### src/rtl/mem_wb_unit.sv
// MEM/WB stage: issues data-memory loads/stores through a req/ack handshake and
// produces the register-file write-back, branch redirect and a sticky fault flag.
module mem_wb_unit #(
  parameter int unsigned DM_TIMEOUT = 15
) (
  input  logic        clk,
  input  logic        reset,
  input  logic [31:0] PC_em,
  input  logic        Zero_em,
  input  logic        Overflow_em,
  input  logic [31:0] ALUout_em,
  input  logic [4:0]  Rw_em,
  input  logic        MemWr_em,
  input  logic        Branch_em,
  input  logic        MemtoReg_em,
  input  logic        RegWr_em,
  input  logic [31:0] busB_em,
  input  logic        valid_em,
  output logic        dm_req,
  output logic        dm_we,
  output logic [31:0] dm_addr,
  output logic [31:0] dm_wdata,
  input  logic        dm_ack,
  input  logic [31:0] dm_rdata,
  output logic [4:0]  Rw,
  output logic [31:0] Di,
  output logic        WE,
  output logic        stall,
  output logic        br_taken,
  output logic [31:0] br_target,
  output logic        mem_err
);

  localparam int unsigned CNT_W = (DM_TIMEOUT < 2) ? 1 : $clog2(DM_TIMEOUT + 1);

  typedef enum logic {IDLE, ACCESS} state_t;

  state_t             state_q, state_d;
  logic [CNT_W-1:0]   cnt_q, cnt_d;
  logic               dm_req_d, dm_we_d, we_d, br_taken_d, mem_err_d;
  logic [31:0]        dm_addr_d, dm_wdata_d, di_d, br_target_d;
  logic [4:0]         rw_d;
  logic [4:0]         op_rw_q, op_rw_d;
  logic               op_regwr_q, op_regwr_d;
  logic               op_load_q, op_load_d;
  logic               is_mem;
  logic               bad_access;

  assign is_mem     = MemWr_em | MemtoReg_em;
  assign bad_access = (ALUout_em[1:0] != 2'b00) | Overflow_em;

  // Upstream hold request: memory op waiting to start, or access still outstanding.
  assign stall = ((state_q == ACCESS) & ~dm_ack) |
                 ((state_q == IDLE) & valid_em & is_mem);

  // Next-state and next-output logic.
  always_comb begin
    state_d     = state_q;
    cnt_d       = cnt_q;
    dm_req_d    = dm_req;
    dm_we_d     = dm_we;
    dm_addr_d   = dm_addr;
    dm_wdata_d  = dm_wdata;
    rw_d        = Rw;
    di_d        = Di;
    we_d        = 1'b0;
    br_taken_d  = 1'b0;
    br_target_d = br_target;
    mem_err_d   = mem_err;
    op_rw_d     = op_rw_q;
    op_regwr_d  = op_regwr_q;
    op_load_d   = op_load_q;

    case (state_q)
      IDLE: begin
        if (valid_em) begin
          br_taken_d  = Branch_em & Zero_em;
          br_target_d = PC_em;
          if (is_mem) begin
            if (bad_access) begin
              mem_err_d = 1'b1;
            end else begin
              state_d    = ACCESS;
              cnt_d      = '0;
              dm_req_d   = 1'b1;
              dm_we_d    = MemWr_em;
              dm_addr_d  = {ALUout_em[31:2], 2'b00};
              dm_wdata_d = busB_em;
              op_rw_d    = Rw_em;
              op_regwr_d = RegWr_em;
              op_load_d  = ~MemWr_em;
            end
          end else begin
            rw_d = Rw_em;
            di_d = ALUout_em;
            we_d = RegWr_em & ~Overflow_em & (Rw_em != 5'd0);
          end
        end
      end
      ACCESS: begin
        // An ack on the timeout edge still completes the access.
        if (dm_ack) begin
          state_d  = IDLE;
          cnt_d    = '0;
          dm_req_d = 1'b0;
          if (op_load_q) begin
            rw_d = op_rw_q;
            di_d = dm_rdata;
            we_d = op_regwr_q & (op_rw_q != 5'd0);
          end
        end else if (cnt_q + CNT_W'(1) == CNT_W'(DM_TIMEOUT)) begin
          state_d   = IDLE;
          cnt_d     = '0;
          dm_req_d  = 1'b0;
          mem_err_d = 1'b1;
        end else begin
          cnt_d = cnt_q + CNT_W'(1);
        end
      end
      default: state_d = IDLE;
    endcase
  end

  // State and output registers.
  always_ff @(posedge clk or negedge reset) begin
    if (!reset) begin
      state_q    <= IDLE;
      cnt_q      <= '0;
      dm_req     <= 1'b0;
      dm_we      <= 1'b0;
      dm_addr    <= '0;
      dm_wdata   <= '0;
      Rw         <= '0;
      Di         <= '0;
      WE         <= 1'b0;
      br_taken   <= 1'b0;
      br_target  <= '0;
      mem_err    <= 1'b0;
      op_rw_q    <= '0;
      op_regwr_q <= 1'b0;
      op_load_q  <= 1'b0;
    end else begin
      state_q    <= state_d;
      cnt_q      <= cnt_d;
      dm_req     <= dm_req_d;
      dm_we      <= dm_we_d;
      dm_addr    <= dm_addr_d;
      dm_wdata   <= dm_wdata_d;
      Rw         <= rw_d;
      Di         <= di_d;
      WE         <= we_d;
      br_taken   <= br_taken_d;
      br_target  <= br_target_d;
      mem_err    <= mem_err_d;
      op_rw_q    <= op_rw_d;
      op_regwr_q <= op_regwr_d;
      op_load_q  <= op_load_d;
    end
  end

endmodule

### config.mk
export PLATFORM = sky130hd
export DESIGN_NAME = mem_wb_unit
export DESIGN_NICKNAME = d
export VERILOG_FILES = /design/src/rtl/mem_wb_unit.sv
export SDC_FILE = /design/constraint.sdc
export NUM_CORES = 1
export LEC_CHECK = 0
export CORE_AREA = 2 2 122 124
export DETAILED_ROUTE_END_ITERATION = 6
export DIE_AREA = 0 0 124 126
export GPL_ROUTABILITY_DRIVEN = 0
export GPL_TIMING_DRIVEN = 0
export PLACE_DENSITY_LB_ADDON = 0.15
export RECOVER_POWER = 50
export SYNTH_ARGS = -nofsm -noshare
export SYNTH_HDL_FRONTEND = slang
export SYNTH_SLANG_ARGS = --single-unit
### constraint.sdc
create_clock -name clk -period 3.92 [get_ports clk]
set_input_delay 1.176 -clock clk [delete_from_list [all_inputs] [get_ports clk]]
set_output_delay 1.176 -clock clk [all_outputs]
set_load 0.005 [all_outputs]
==> results of run 1 <==
## registers in the layout, summed over array words and instances (netlist names)
| register | count |
|---|---|
| dm_wdata | 32 |
| dm_req | 1 |
| Di | 32 |
| op_load_q | 1 |
| dm_addr | 30 |
| WE | 1 |
| cnt_q | 4 |
| br_taken | 1 |
| Rw | 5 |
| br_target | 32 |
| mem_err | 1 |
| op_regwr_q | 1 |
| state_q | 1 |
| dm_we | 1 |
| op_rw_q | 5 |
## timing repair
item,4_1_cts,5_1_grt
resized for setup,1,1
endpoints found under the setup margin,1,1
buffers inserted,0,0
hold buffers,0,0
## metal layers
metal	wire, um	part of all wire (%)	vias up
li1	-	-	2315
met1	7250	40	2426
met2	9010	50	202
met3	1510	8.3	30
met4	421	2.3	0
met5	0	0	-
## critical path: stages
cell	delay [ns]
clkdlybuf4s50_1	0.51
nand2b_1	0.06
buf_2	0.18
o21ai_2	0.19
clkdlybuf4s50_1	0.55
## cell type report
type,instances,share of cell area [%]
inverter,3,0.113
clock inverter,13,1.60
tap,184,2.31
multi-input combinational,334,24.1
buffer,32,2.12
sequential,148,37.2
timing repair buffer,280,28.1
clock buffer,19,4.45
## stage by stage
stage / utilization, % / hold WS, ns / instance area (sq um)
after floorplan: - / 0.450 / 6370
after global routing: 69.5 / 0.508 / 9950
final: 69.5 / 0.477 / 9950
after detailed placement: 65.8 / 0.461 / 9420
after global placement: 65.6 / 0.455 / 9390
after CTS: 70.0 / 0.480 / 10000
## cells in the final DEF, fill, tap and decap left out, types with 4 or more instances in the layout
master             n
dfrtp_1          148
nand2_1          116
buf_2              4
a21oi_2           23
mux2i_1           37
clkdlybuf4s50_1  277
mux2_4            46
clkbuf_16         17
clkbuf_1          16
mux2_2            18
a21oi_1           16
o21ai_0            6
buf_4              6
clkinv_2           4
buf_6              4
nor2_1            42
## worst paths after layout
| path | start | endpoint | slack [ns] | cells past startpoint |
|---|---|---|---|---|
| worst max-delay path | valid_em | stall | 0.08 | 5 |
| worst min-delay path | br_target[0] | br_target[0] | 0.48 | 2 |
| worst max register to register | state_q | dm_wdata[0] | 1.42 | 7 |
| worst min register to register | br_target[0] | br_target[0] | 0.48 | 2 |
| max in group asynchronous | reset | dm_req | 0.76 | 2 |
| min in group asynchronous | reset | dm_wdata[26] | 1.10 | 1 |
## power groups by stage
stage / clock network, uW / registers, uW / logic, uW
after floorplan: 0 / 2040 / 445
after global placement: 0 / 2020 / 1340
after detailed placement: 0 / 2030 / 1360
after CTS: 1680 / 2010 / 1370
after global routing: 1750 / 2050 / 1450
final: 1660 / 2010 / 1340
## kinds of logic after synthesis
group | synth area share, %
mux | 19.8
flops | 58.2
other cells | 0.0589
simple gates | 11.2
fa+ha+maj | 0.393
buf+inv | 4.11
xor+xnor | 0.275
compound gates | 5.99
==> summary.md, run 1 <==
| Metric | Value |
|---|---|
| RSZ-0062 raised after global routing | no |
| Clk Latency, worst-skew pair | 0.42 ns |
| Htree depth | 4 |
| Share of cells above drive strength 1 | approximately 17% |
| CP Data Arrival Time | between 2 and 3 ns |
| Yosys top cell by area | dfrtp_1 |
| WL per Instance | between 15 and 20 um |
| # port buffers | roughly 280 |
| CTS Root Cell | clkbuf_16 |
| Sw Pwr | 1260 uW |
| Clock skew | around 0.007 ns |
| First-pass GRT wire length | between 20000 and 30000 um |
| Sum Neg Setup Slack | 0 ns |
| Min Tclk post-route | roughly 3.8 ns |
| Final setup margin | about 0.084 ns |
| Achievable Freq | 0.261 GHz |
| Worst setup SP type | input pin |
| Synth top area cells | dfrtp_1 58%, mux2_4 11%, nand2_1 6.8% |
| Final Hold Vio Count | 0 |
| Int Power | roughly 3700 uW |
| TritonCTS Buffers | 17 |
| Clock tree sinks | between 100 and 150 |
| Io pins | between 200 and 300 |
| Vias in the first global route | 5228 |
| Post-synth ARST share | between 90% and 100% |
| Slew margin rel. | -0.557% |
| GR Util met3 | roughly 6.8% |
| Synth cell count leaders | 148 x dfrtp_1, 116 x nand2_1, 46 x mux2_4, 42 x nor2_1, 37 x mux2i_1 |
| Antenna violations before repair | 0 |
| Sequential share of the synthesized area | between 50% and 60% |
| ANT cells | 0 |
| Die H | 126 um |
| Most numerous cell in the Yosys netlist | dfrtp_1 |
| Final Setup Violations | 0 |
| Failing checks | capacitance limit, slew limit |
| Synth Flop Type | dfrtp_1 |
| First-pass detailed-route iteration total | 4 |
| Place WS | -0.0598 ns |
| DP Wirelength | ~13000 um |
| Switching part of the total | approximately 25% |
| Post-synthesis cell type count | 36 |
| Post-synthesis sequential element count | between 100 and 150 |
| Largest net degree at the start of global routing | 90 |
| Syn Inst Count | about 520 |
| CTS tree | built |
| Gate power share | 26.8% |
| Post-Syn Area | 0.00637 sq mm |
| All-Layer GR Usage | a little under a quarter |
| Nets | between 900 and 1000 |
| Crit path kind | input pin to output pin |
| Area occupied by multi-input gates | ~0.0024 sq mm |
| Power after layout | 5010 uW |
| Initial drt markers | between 200 and 300 |
| Grt met2 use | about two fifths |
| Crit path max fanout | 7 |
| Die Span X | 124 um |
| Post-synth EDFFs | 0 |
| Filler Cells Inserted | around 1100 |
| Slew Viols, Final | 60 |
| DRC | 0 |
| Register area | 0.00370 sq mm |
| Avg Cell Area, Syn | ~12 sq um |
| Via-to-Cell Ratio | ~5 |
| GRT overflow | 0 |
| CP endpoint kind | output pin |
| Max-Cap Viols | 1 |
| # rows | 44 |
| Met1 GRT Util | between 20% and 30% |
| Fin cells | just over 1000 |
| Power Density | 504 mW/mm^2 |
| Leakage | 0.00434 uW |
| Ys Warns | 0 |
| Clock Power Share | 33.1% |
| Worst-Margin Slew | approximately 1.5 ns |
| Run status | finished, violations left |
| Routed wire length | approximately 18000 um |
| Worst Hold Class | flip-flop to flip-flop |
| Initial core utilization | between 40 and 50% |
| Crit share post-route | between 90% and 100% |
| Worst Path Required | 2.74 ns |
| Top Usage Layer GRT | met2 |
| Total number of vias | between 4000 and 5000 |
| Placed Cells | 981 |
| Die area | 0.0156 sq mm |
| Core Box Area | roughly 0.014 sq mm |
| Area delta synth->final | 56.3% |
| Final ANT Viol Nets | 0 |
| Clk pin slew, worst setup/hold paths | approximately 0.060 ns |
| Share of power burned in registers | 40.2% |
| Clk buf depth | 2 |
| Synth top area share | about three fifths |
| Maximum VDD drop | about 0.00028 V |
Note: power is estimated with default switching activity, not from simulation.
==> run 2, diff against run 1 <==
Settings changed: HOLD_SLACK_MARGIN set to 0.12, REMOVE_ABC_BUFFERS set to 1.
==> run 2 against run 1 <==
Non-clock buffer count fell by 28; final cell count fell by 2.8%; largest power group unchanged; the run still ends with capacitance limit, slew limit left; via count fell by 4.3%; fmax rose by 2.1%; largest cell class unchanged; design area fell by 0.98%.
==> summary.md, run 2 (same netlist as run 1, synthesis figures left out) <==
| Metric | Value |
|---|---|
| Clk pin slew, worst setup/hold paths | 0.06 ns (about the same) |
| R2R setup slack | 0.96 ns (was 1.42 ns) |
| Io pins | 282 (unchanged) |
| Post-CTS Setup Bufs | 0 (unchanged) |
| Die H | 126 um (unchanged) |
| Dpl cell area | 0.00927 sq mm (was 0.00942 sq mm) |
| RSZ-0062 raised after global routing | no (unchanged) |
| CP endpoint kind | output pin (unchanged) |
| Worst hold start | br_target[11] (was br_target[0]) |
| Worst reg-to-reg path cell count | 4 (was 7) |
| # rows | 44 (unchanged) |
| Layout Utilization | 68.8% (was 69.5%) |
| Final ANT Viol Nets | 0 (unchanged) |
| First-pass detailed-route iteration total | 4 (unchanged) |
| Clock tree sinks | 148 (unchanged) |
| Share of cells above drive strength 1 | 16.7% (was 17.0%) |
| Slew margin rel. | -24.4% (was -0.557%) |
| Htree depth | 4 (unchanged) |
| Slew Viols, Final | 78 (was 60) |
| Power Density | 498 mW/mm^2 (was 504 mW/mm^2) |
| Clk Latency, worst-skew pair | 0.41 ns (was 0.42 ns) |
| Largest regs | Di (32), br_target (32), dm_wdata (32) (unchanged) |
| Critical R2R Capture | dm_addr[24] (was dm_wdata[0]) |
| Antenna violations before repair | 0 (unchanged) |
| WL per Instance | 16.9 um (was 18.0 um) |
| Most common cell after layout, fill and taps aside | clkdlybuf4s50_1 (unchanged) |
| Power after layout | 4910 uW (was 5010 uW) |
| Worst-Margin Slew | 1.87 ns (was 1.51 ns) |
| Nets | 933 (was 961) |
| Clk buf depth | 2 (unchanged) |
| Largest net degree at the start of global routing | 78 (was 90) |
| TritonCTS Buffers | 17 (unchanged) |
| Area delta synth->final | 54.7% (was 56.3%) |
| Die Span X | 124 um (unchanged) |
| Worst Path Required | 2.74 ns (about the same) |
| Run status | finished, violations left (unchanged) |
| R2r startpoint | state_q (unchanged) |
| Placed Cells | 953 (was 981) |
| Core Box Area | 0.0143 sq mm (unchanged) |
| Hold Buf Count CTS | 0 (unchanged) |
| Clock skew | 0.00592 ns (was 0.00687 ns) |
| DRC | 0 (unchanged) |
| Routed wire length | 16700 um (was 18200 um) |
| Die area | 0.0156 sq mm (unchanged) |
| CP max stage delay | 0.63 ns (was 0.55 ns) |
| CTS tree | built (unchanged) |
| Crit path max fanout | 34 (was 7) |
| CP Data Arrival Time | 2.58 ns (was 2.66 ns) |
| Post-cts resize count | 7 (was 1) |
| Critical path endpoint | stall (unchanged) |
| DP Wirelength | 12100 um (was 13500 um) |
| CP cell instances | dlygate4sd3_1 > nand2b_4 > o21ai_2 > dlygate4sd2_1 (was clkdlybuf4s50_1 > nand2b_1 > buf_2 > o21ai_2 > clkdlybuf4s50_1) |
| WHS | 0.471 ns (was 0.477 ns) |
| Maximum VDD drop | 0.000271 V (was 0.000279 V) |
| First-pass GRT wire length | 26400 um (was 28100 um) |
| Filler Cells Inserted | 1071 (was 1068) |
| Crit path kind | input pin to output pin (unchanged) |
| Achievable Freq | 0.266 GHz (was 0.261 GHz) |
| Vias in the first global route | 5151 (was 5228) |
| Min Tclk post-route | 3.76 ns (was 3.84 ns) |
| Post-route cell area | 0.00985 sq mm (was 0.00995 sq mm) |
| Initial drt markers | 228 (was 263) |
| Area occupied by multi-input gates | 0.00244 sq mm (was 0.00240 sq mm) |
| Setup crit start | valid_em (unchanged) |
| Leakage | 0.00428 uW (was 0.00434 uW) |
| Failing checks | capacitance limit, slew limit (unchanged) |
| Worst Hold Class | flip-flop to flip-flop (unchanged) |
| Crit share post-route | 95.9% (was 97.9%) |
| CTS Root Cell | clkbuf_16 (unchanged) |
| Worst setup SP type | input pin (unchanged) |
| # port buffers | 279 (unchanged) |
| ANT cells | 0 (unchanged) |
| Register area | 0.00370 sq mm (about the same) |
| All-Layer GR Usage | 22.2% (was 23.8%) |
| Max-Cap Viols | 1 (unchanged) |
| Via-to-Cell Ratio | 4.83 (was 4.91) |
| Critical Path Slowest Stage Cell | dlygate4sd3_1 (was clkdlybuf4s50_1) |
| Final Hold Vio Count | 0 (unchanged) |
| Total number of vias | 4757 (was 4973) |
| GRT overflow | 0 (unchanged) |
| Final Setup Violations | 0 (unchanged) |
| Fin cells | 985 (was 1013) |
| Initial core utilization | 44.5% (unchanged) |
| Commonest cells after routing, fill and taps aside | 245 x clkdlybuf4s50_1, 147 x dfrtp_1, 116 x nand2_1 (was 277 x clkdlybuf4s50_1, 148 x dfrtp_1, 116 x nand2_1) |
-- run 2: worst min path at each step --
stage | endpoint | slack (ns) | cells past startpoint
6_report | br_target[11] | 0.47 | 2
5_1_grt | mem_err | 0.48 | 1
4_1_cts | br_target[25] | 0.48 | 2
3_5_place_dp | br_target[25] | 0.46 | 2
3_3_place_gp | mem_err | 0.46 | 1
2_1_floorplan | op_load_q | 0.45 | 1
-- run 2: power breakdown --
part	internal, uW	switching [uW]
Clock	969	621
Sequential	1840	178
Combinational	872	430
Total	3680	1230
-- run 2: area by class of cell --
class	instances	share of cell area, %
multi-input cells	334	24.8
inverters	3	0.114
clock buffers	20	4.63
well taps	184	2.34
clock inverters	12	1.31
repair buffers	284	29.2
flip-flops and latches	148	37.6
-- run 2: critical path: cells and delay by family --
family | cells | cell delay, ns
buffers and inverters | 2 | 0.90
AND/OR/NAND/NOR | 1 | 0.27
AO/OA/AOI/OAI | 1 | 0.23
-- run 2: routing by layer --
layer / vias to the layer above / wire, um / track usage [%]
li1: 2264 / - / -
met1: 2280 / 6320 / 25.1
met2: 171 / 8420 / 37.1
met3: 42 / 1360 / 8.20
met4: 0 / 565 / 10.2
met5: - / 0 / 0
-- run 2: metrics by stage --
| stage | setup TNS [ns] | setup WS [ns] |
|---|---|---|
| floorplan | -60.52 | -1.54 |
| global placement | -836.18 | -4.20 |
| finish | 0 | 0.162 |
| CTS | 0 | 0.237 |
| global route | 0 | 0.0819 |
| detailed placement | -44.53 | -1.04 |
==> run 3, diff against run 2 <==
Settings changed: PLACE_DENSITY set to 0.85, PLACE_DENSITY_LB_ADDON 0.15 to unset, SKIP_CTS_REPAIR_TIMING set to 1.
==> run 3 against run 2 <==
The run ends with capacitance limit, slew limit, setup timing left; first-iteration DRC count is 0.44% higher; global-route usage is 0.89 points higher; register-to-register slack got worse by 0.55 ns.
==> summary.md, run 3 (same netlist as run 1, synthesis figures left out) <==
| Metric | Value |
|---|---|
| Run status | finished, violations left (unchanged) |
| Failing checks | capacitance limit, slew limit, setup timing (was capacitance limit, slew limit) |
| Power Density | 497 mW/mm^2 (was 498 mW/mm^2) |
| Die area | 0.0156 sq mm (unchanged) |
| First-pass GRT wire length | 27400 um (was 26400 um) |
| Die H | 126 um (unchanged) |
| Min Tclk post-route | 4.27 ns (was 3.76 ns) |
| Filler Cells Inserted | 1033 (was 1071) |
| Final setup margin | -0.349 ns (was 0.162 ns) |
| Commonest cells after routing, fill and taps aside | 235 x clkdlybuf4s50_1, 147 x dfrtp_1, 116 x nand2_1 (was 245 x clkdlybuf4s50_1, 147 x dfrtp_1, 116 x nand2_1) |
| DP Wirelength | 12800 um (was 12100 um) |
| Leakage | 0.00429 uW (was 0.00428 uW) |
| CTS tree | built (unchanged) |
| Clk buf depth | 2 (unchanged) |
| All-Layer GR Usage | 23.1% (was 22.2%) |
| Area delta synth->final | 55.0% (was 54.7%) |
| Share of cells above drive strength 1 | 16.8% (was 16.7%) |
| Crit share post-route | 109% (was 95.9%) |
| Clock tree sinks | 148 (unchanged) |
| Final Setup Violations | 42 (was 0) |
| Vias in the first global route | 5284 (was 5151) |
| Worst Hold Class | flip-flop to flip-flop (unchanged) |
| Via-to-Cell Ratio | 4.99 (was 4.83) |
| Antenna violations before repair | 0 (unchanged) |
| Critical Path Slowest Stage Cell | clkdlybuf4s50_1 (was dlygate4sd3_1) |
| # port buffers | 279 (unchanged) |
| Critical path's most frequent cell | clkdlybuf4s50_1 |
| GRT overflow | 0 (unchanged) |
| Initial core utilization | 44.5% (unchanged) |
| Crit path kind | input pin to output pin (unchanged) |
| Final ANT Viol Nets | 0 (unchanged) |
| Post-route cell area | 0.00987 sq mm (was 0.00985 sq mm) |
| CP Buf/Inv Count | 2 (unchanged) |
| CTS Root Cell | clkbuf_16 (unchanged) |
| Clock skew | 0.00716 ns (was 0.00592 ns) |
| Wl on met1 | 6810 um (was 6320 um) |
| Die Span X | 124 um (unchanged) |
| Routed wl met2 | 9610 um (was 8420 um) |
| Most common cell after layout, fill and taps aside | clkdlybuf4s50_1 (unchanged) |
| Io pins | 282 (unchanged) |
| Htree depth | 4 (unchanged) |
| ANT cells | 0 (unchanged) |
| First-pass detailed-route iteration total | 4 (unchanged) |
| Slew Viols, Final | 66 (was 78) |
| CP Depth | 4 (unchanged) |
| Core Box Area | 0.0143 sq mm (unchanged) |
| Routed wire length | 17900 um (was 16700 um) |
| CP endpoint kind | output pin (unchanged) |
| CP Data Arrival Time | 3.09 ns (was 2.58 ns) |
| CP cell instances | clkdlybuf4s50_1 > nand2b_2 > o21ai_0 > clkdlybuf4s50_1 (was dlygate4sd3_1 > nand2b_4 > o21ai_2 > dlygate4sd2_1) |
| Total number of vias | 4932 (was 4757) |
| DR WL met3 | 1040 um (was 1360 um) |
| Achievable Freq | 0.234 GHz (was 0.266 GHz) |
| Worst setup SP type | input pin (unchanged) |
| Clk pin slew, worst setup/hold paths | 0.06 ns (about the same) |
| Worst Path Required | 2.74 ns (about the same) |
| Worst reg-to-reg path cell count | 3 (was 4) |
| Highest metal used | met4 (unchanged) |
| CP top delay family | buffers and inverters (unchanged) |
| Clk Latency, worst-skew pair | 0.41 ns (about the same) |
| Largest regs | Di (32), br_target (32), dm_wdata (32) (unchanged) |
| RSZ-0062 raised after global routing | yes (was no) |
| Largest net degree at the start of global routing | 85 (was 78) |
| TritonCTS Buffers | 17 (unchanged) |
| Dpl cell area | 0.00930 sq mm (was 0.00927 sq mm) |
| DRC | 0 (unchanged) |
| Slew margin rel. | -7.32% (was -24.4%) |
| Crit path max fanout | 34 (unchanged) |
| Max-Cap Viols | 1 (unchanged) |
| CP max stage delay | 0.58 ns (was 0.63 ns) |
| Worst-Margin Slew | 1.61 ns (was 1.87 ns) |
| Maximum VDD drop | 0.000253 V (was 0.000271 V) |
| WL per Instance | 18.1 um (was 16.9 um) |
| Final Hold Vio Count | 0 (unchanged) |
| # rows | 44 (unchanged) |
| Nets | 937 (was 933) |
| Initial drt markers | 229 (was 228) |
| Hold Crit Depth | 2 (unchanged) |
| WHS | 0.468 ns (was 0.471 ns) |
## run 3: changes by cell type in the layout (fill, tap and decap cells not counted), moves of 2 or more
cell             before  now
clkinvlp_4            3    7
buf_4                 0    2
clkinv_4              2    0
dlygate4sd3_1        32   43
clkinv_2              4    2
clkdlybuf4s50_1     245  235
## run 3: metal layers
metal	vias to the layer above	global-route usage (%)
met5	-	0
met4	0	9.39
met3	33	6.16
met2	170	41.4
met1	2448	25.6
li1	2281	-
## run 3: layout make-up
cell class              count  area (sq um)  share of cell area, %
multi-input cells         335          2420                   24.5
clock buffers              19           443                   4.49
flip-flops and latches    148          3700                   37.5
clock inverters            12           131                   1.33
repair buffers            287          2930                   29.6
well taps                 184           230                   2.33
inverters                   3          11.3                  0.114
## run 3: path summary, 6_finish.rpt
path	slack, ns	startpoint	end
max	-0.35	valid_em	stall
min	0.47	br_target[1]	br_target[1]
max reg2reg	0.41	state_q	dm_addr[9]
min reg2reg	0.47	br_target[1]	br_target[1]
max in group asynchronous	0.74	reset	dm_addr[16]
min in group asynchronous	1.15	reset	br_target[6]
## run 3: worst reg2reg max path: stages, from the launching register on
cell     delay, ns
dfrtp_2       0.69
nor2b_2       1.20
nand3_2       0.94
mux2_2        0.58
## run 3: metrics by stage
| step | setup slack, ns | cells | total power [uW] | utilization, % | setup TNS [ns] |
|---|---|---|---|---|---|
| floorplan | -1.54 | 485 | 2480 | - | -60.52 |
| global placement | -4.01 | 948 | 3330 | 63.9 | -804.55 |
| detailed placement | -1.02 | 954 | 3380 | 65.0 | -47.29 |
| CTS | -0.708 | 985 | 4990 | 69.0 | -18.97 |
| global route | -0.463 | 988 | 5140 | 68.9 | -11.21 |
| finish | -0.349 | 988 | 4900 | 68.9 | -4.21 |
## run 3: where the power goes
group          switching [uW]  internal (uW)  total (uW)
sequential                184           1840        2020
combinational             440            864        1300
clock                     629            948        1580
total                    1250           3650        4900
==> RTL change 1, RTL diff (settings of run 3) <==
Reset style: synchronous (`reset`), changed in one clocked block.
--- a/src/rtl/mem_wb_unit.sv
+++ b/src/rtl/mem_wb_unit.sv
@@ -122,7 +122,7 @@
   end
 
   // State and output registers.
-  always_ff @(posedge clk or negedge reset) begin
+  always_ff @(posedge clk) begin
     if (!reset) begin
       state_q    <= IDLE;
       cnt_q      <= '0;
Function: differs if reset is asserted again (counterexample within 4 cycles, from zero or initial values and one cycle with reset low); with reset held inactive, the same outputs for 4 cycles.
==> RTL change 1 against run 3 <==
  * Area after synthesis is 4.6% lower
  * First-iteration DRC count is 23% higher
  * Sequential cell count stayed put
  * Non-clock buffer count is 3 higher
  * The flow finishes with violations (max-capacitance violations, max-slew violations)
  * Final area is 2.3% lower
  * Worst setup slack better by 0.48 ns
  * Routed wire length is 1.6% lower
  * Critical path type unchanged
  * Fmax is 13% higher
  * Die area stayed put
  * Cell count is 14% higher
  * Highest routed layer unchanged
Power is not compared: it rests on default switching activity, and its combinational part moved more than twofold at a synthesized area within 25%.
==> RTL change 1: results (changes against run 3) <==
| Metric | Value |
|---|---|
| R2R depth | 6 (+3) |
| Slew Viols, Final | 66 (unchanged) |
| Register-to-register setup slack | 1.45 ns (+1.04 ns) |
| Clk buf depth | 2 (unchanged) |
| Async set-or-reset flop fraction in the synthesized netlist | 0 (-1.00) |
| Number of global-route vias before repair | 5482 (+3.7%) |
| Via count | 5608 (+14%) |
| GR Layer Usage met3 | 0.0851 (+0.0236) |
| First-pass GRT wire length | 27100 um (-1.2%) |
| Skew final | 0.00663 ns (-0.000535 ns) |
| Antenna violations before repair | 0 (unchanged) |
| Yosys cell types | 35 (-2.8%) |
| Reg-to-Reg Start | state_q |
| First DRT Iteration DRCs | 281 (+23%) |
| Worst slack, placed | -0.745 ns (+0.273 ns) |
| Total track usage | 0.222 (-0.00850) |
| CP startpoint | MemWr_em |
| Yosys warns | 0 (unchanged) |
| Worst hold path cell count | 2 (unchanged) |
| Met2 Track Usage GR | 0.386 (-0.0284) |
| Critical R2R Capture | dm_wdata[25] |
| Tcrit/Tclk final | 0.965 (-0.124) |
| Layout fillers | 1121 (+8.5%) |
| Status | finished, violations left |
| Critical path arrival | 2.61 ns (-0.48 ns) |
| Synth cell count leaders | nand2_1, dfxtp_1, a21boi_1, mux2i_1, o211a_1 |
| Global-route met1 utilization | 0.242 (-0.0139) |
| Fraction of layout cells with a size suffix above 1 | 0.0698 (-0.0981) |
| Synth area leaders | dfxtp_1, nand2_1, a21boi_1, mux2i_1, o211a_1 |
| Max_cap viols | 1 (unchanged) |
| CP max FO | 4 (-88%) |
| Min-delay src | dm_addr[8] |
| Worst-margin pin slew | 2.60 ns (+0.993 ns) |
| Nets | 1078 (+15%) |
| Worst hold endpoint | dm_addr[8] |
| Seq/Total Area, Yosys | 0.488 (-0.0941) |
| DR pass1 iterations | 4 (unchanged) |
| WL/cell | 15.6 um (-14%) |
| Post-DP HPWL | 12500 um (-2.5%) |
| Failing checks | max-capacitance violations, max-slew violations |
| Largest net degree at the start of global routing | 84 (-1.2%) |
RTL change 1: cell count changes after synthesis, moves of 35 or more:
| cell | change |
|---|---|
| dfrtp_1 | -148 |
| dfxtp_1 | +148 |
| nand2_1 | +131 |
| a21boi_1 | +54 |
| mux2_4 | -46 |
| o211a_1 | +37 |
| nor2_1 | -36 |
| a21boi_0 | +35 |
RTL change 1: per-stage QoR:
stage	hold slack [ns]	instances	power, mW	util	area (um2)
after floorplan	0.430	623	1.74	-	5790
after global placement	0.439	1086	2.05	0.616	8810
after detailed placement	0.444	1097	2.06	0.630	9020
after CTS	0.452	1129	3.73	0.673	9630
after global routing	0.465	1130	3.83	0.674	9640
final	0.447	1130	3.68	0.674	9640
RTL change 1: cell type report:
cell class                 count  area share
clock inverter                12      0.0158
clock buffer                  20      0.0474
tap                          184      0.0239
multi-input combinational    473       0.294
sequential                   148       0.307
timing repair buffer         290       0.310
inverter                       3     0.00117
RTL change 1: routing by layer:
| layer | wire length [um] | vias to the layer above |
|---|---|---|
| li1 | - | 2778 |
| met1 | 6700 | 2587 |
| met2 | 8710 | 215 |
| met3 | 1810 | 28 |
| met4 | 405 | 0 |
| met5 | 0 | - |
RTL change 1: power by group through the flow:
stage	sequential, mW	combinational [mW]	clock, mW
after floorplan	1.62	0.115	0
after global placement	1.62	0.434	0
after detailed placement	1.62	0.438	0
after CTS	1.59	0.441	1.70
after global routing	1.59	0.464	1.77
final	1.58	0.426	1.67
RTL change 1: worst max-delay path, stage by stage:
cell	delay, ns
clkdlybuf4s50_1	0.47
nor2_1	0.36
o21ai_1	0.13
clkdlybuf4s50_1	0.47
RTL change 1: kinds of logic after synthesis:
group           share of synthesized area
fa+ha+maj                         0.00412
buf+inv                            0.0496
simple gates                        0.178
flops                               0.488
other cells                      0.000617
mux                                0.0609
compound gates                      0.219
==> RTL change 2, RTL diff (config.mk and constraints of run 3) <==
Made on the original files. Change the parameter `DM_TIMEOUT` from 15 to 14.
--- a/src/rtl/mem_wb_unit.sv
+++ b/src/rtl/mem_wb_unit.sv
@@ -1,7 +1,7 @@
 // MEM/WB stage: issues data-memory loads/stores through a req/ack handshake and
 // produces the register-file write-back, branch redirect and a sticky fault flag.
 module mem_wb_unit #(
-  parameter int unsigned DM_TIMEOUT = 15
+  parameter int unsigned DM_TIMEOUT = 14
 ) (
   input  logic        clk,
   input  logic        reset,
Check against the original RTL: no difference found for any inputs over 4 cycles, from zero or initial values and one cycle with reset low; that may be too few to reach the edited logic, so the function may still have changed.
==> RTL change 2 against run 3 <==
  * The flow finishes with violations (max-capacitance violations, max-slew violations)
  * Routed wire length decreased by 7.6%
  * Area after synthesis decreased by 3.8%
  * Worst setup slack improved by 0.64 ns
  * Utilization decreased by 1.6 points
  * Sequential cell count unchanged
  * Total power decreased by 0.27%
  * Combinational power decreased by 6%
  * Final area decreased by 2.3%
==> RTL change 2: results (changes against run 3) <==
| Metric | Value |
|---|---|
| Status | finished, violations left |
| Failing checks | max-capacitance violations, max-slew violations |
| Via count | 4916 (-0.32%) |
| Final hold viol count | 0 (unchanged) |
| First DRT Iteration DRCs | 176 (-23%) |
| Worst-margin pin slew | 1.83 ns (+0.224 ns) |
| Number of global-route vias before repair | 5124 (-3.0%) |
| Yosys cell types | 39 (+8.3%) |
| Pint | 3.69 mW (+1.0%) |
| Register-to-register setup slack | 1.18 ns (+0.77 ns) |
| Diode count | 0 (unchanged) |
| Largest net degree at the start of global routing | 76 (-11%) |
| First-pass GRT wire length | 25500 um (-7.2%) |
| Critical R2R Capture | dm_addr[14] |
| Worst hold path cell count | 1 (-1) |
| Max_cap viols | 1 (unchanged) |
| CP max FO | 3 (-91%) |
| Post-DP HPWL | 12100 um (-5.5%) |
| Slew Viols, Final | 75 (+14%) |
| Clock Tree Root | clkbuf_16 |
| Worst hold endpoint | mem_err |
| Largest stage delay on the critical path | 0.53 ns (-0.05 ns) |
| Leak pwr | 4.14 nW (-3.4%) |
| Synth cell count leaders | dfrtp_1, nand2_1, mux2_2, nor2_1, mux2i_1 |
| Min-Delay Path Class | reg2reg |
| Worst slack, placed | -0.925 ns (+0.0934 ns) |
| Synth area leaders | dfrtp_1, mux2_2, nand2_1, mux2i_1, a21oi_1 |
| Skew final | 0.00783 ns (+0.000665 ns) |
| Min-delay src | mem_err |
| Critical path arrival | 2.46 ns (-0.63 ns) |
| Regs by FF count | Di x32, br_target x32, dm_wdata x32 |
| Antenna violations before repair | 0 (unchanged) |
| WL/cell | 16.7 um (-7.6%) |
| Max VDD drop | 0.301 mV (+19%) |
| Fraction of layout cells with a size suffix above 1 | 0.139 (-0.0286) |
| Seq/Total Area, Yosys | 0.604 (+0.0227) |
| Critical path's top delay family | buffers and inverters |
| Total track usage | 0.213 (-0.0174) |
| Layout fillers | 1054 (+2.0%) |
[RTL change 2: worst max path at each step]
| stage | cells past startpoint | from | slack (ns) | endpoint |
|---|---|---|---|---|
| 6_report | 4 | dm_ack | 0.29 | stall |
| 2_1_floorplan | 4 | state_q | 0.09 | Rw[1] |
| 4_1_cts | 4 | valid_em | -0.72 | stall |
| 3_5_place_dp | 4 | valid_em | -0.92 | dm_addr[26] |
| 3_3_place_gp | 1 | reset | -3.99 | dm_wdata[15] |
| 5_1_grt | 2 | reset | 0.18 | Di[2] |
[RTL change 2: cell type report]
type                       instances  share of cell area
sequential                       148               0.384
clock inverter                    10              0.0135
inverter                           4             0.00156
timing repair buffer             283               0.296
multi-input combinational        338               0.232
tap                              184              0.0239
clock buffer                      21              0.0488
[RTL change 2: worst register-to-register path, delay by kind of cell (launching register included)]
family / cells / cell delay (ns)
flip-flops: 1 / 0.65
multiplexers: 1 / 0.54
AND/OR/NAND/NOR: 2 / 1.44
[RTL change 2: per-layer routing]
layer / up-vias / global-route usage / share of wire
li1: 2294 / - / -
met4: 0 / 0.0932 / 0.025
met3: 32 / 0.0797 / 0.10
met1: 2361 / 0.233 / 0.37
met5: - / 0 / 0
met2: 229 / 0.368 / 0.50
[RTL change 2: logic make-up after synthesis]
logic type,synth area share
other,0.000612
adders and majority gates,0.00408
DFF,0.604
and+or+nand+nor,0.119
muxes,0.182
buffers and inverters,0.0359
AOI/OAI and AO/OA,0.0543
[RTL change 2: per-stage QoR]
| step | hold slack, ns | area, um2 | instances | utilization |
|---|---|---|---|---|
| CTS | 0.474 | 9630 | 987 | 0.673 |
| global route | 0.483 | 9640 | 988 | 0.674 |
| global placement | 0.456 | 8950 | 953 | 0.625 |
| detailed placement | 0.461 | 9030 | 956 | 0.631 |
| finish | 0.462 | 9640 | 988 | 0.674 |
| floorplan | 0.450 | 5930 | 490 | - |
[RTL change 2: power by group through the flow]
stage               Sequential, mW  Clock [mW]  Combinational, mW
finish                        2.01        1.66               1.22
detailed placement            2.04           0               1.25
global route                  2.05        1.76               1.32
global placement              2.03           0               1.21
floorplan                     2.05           0              0.345
CTS                           2.02        1.68               1.26
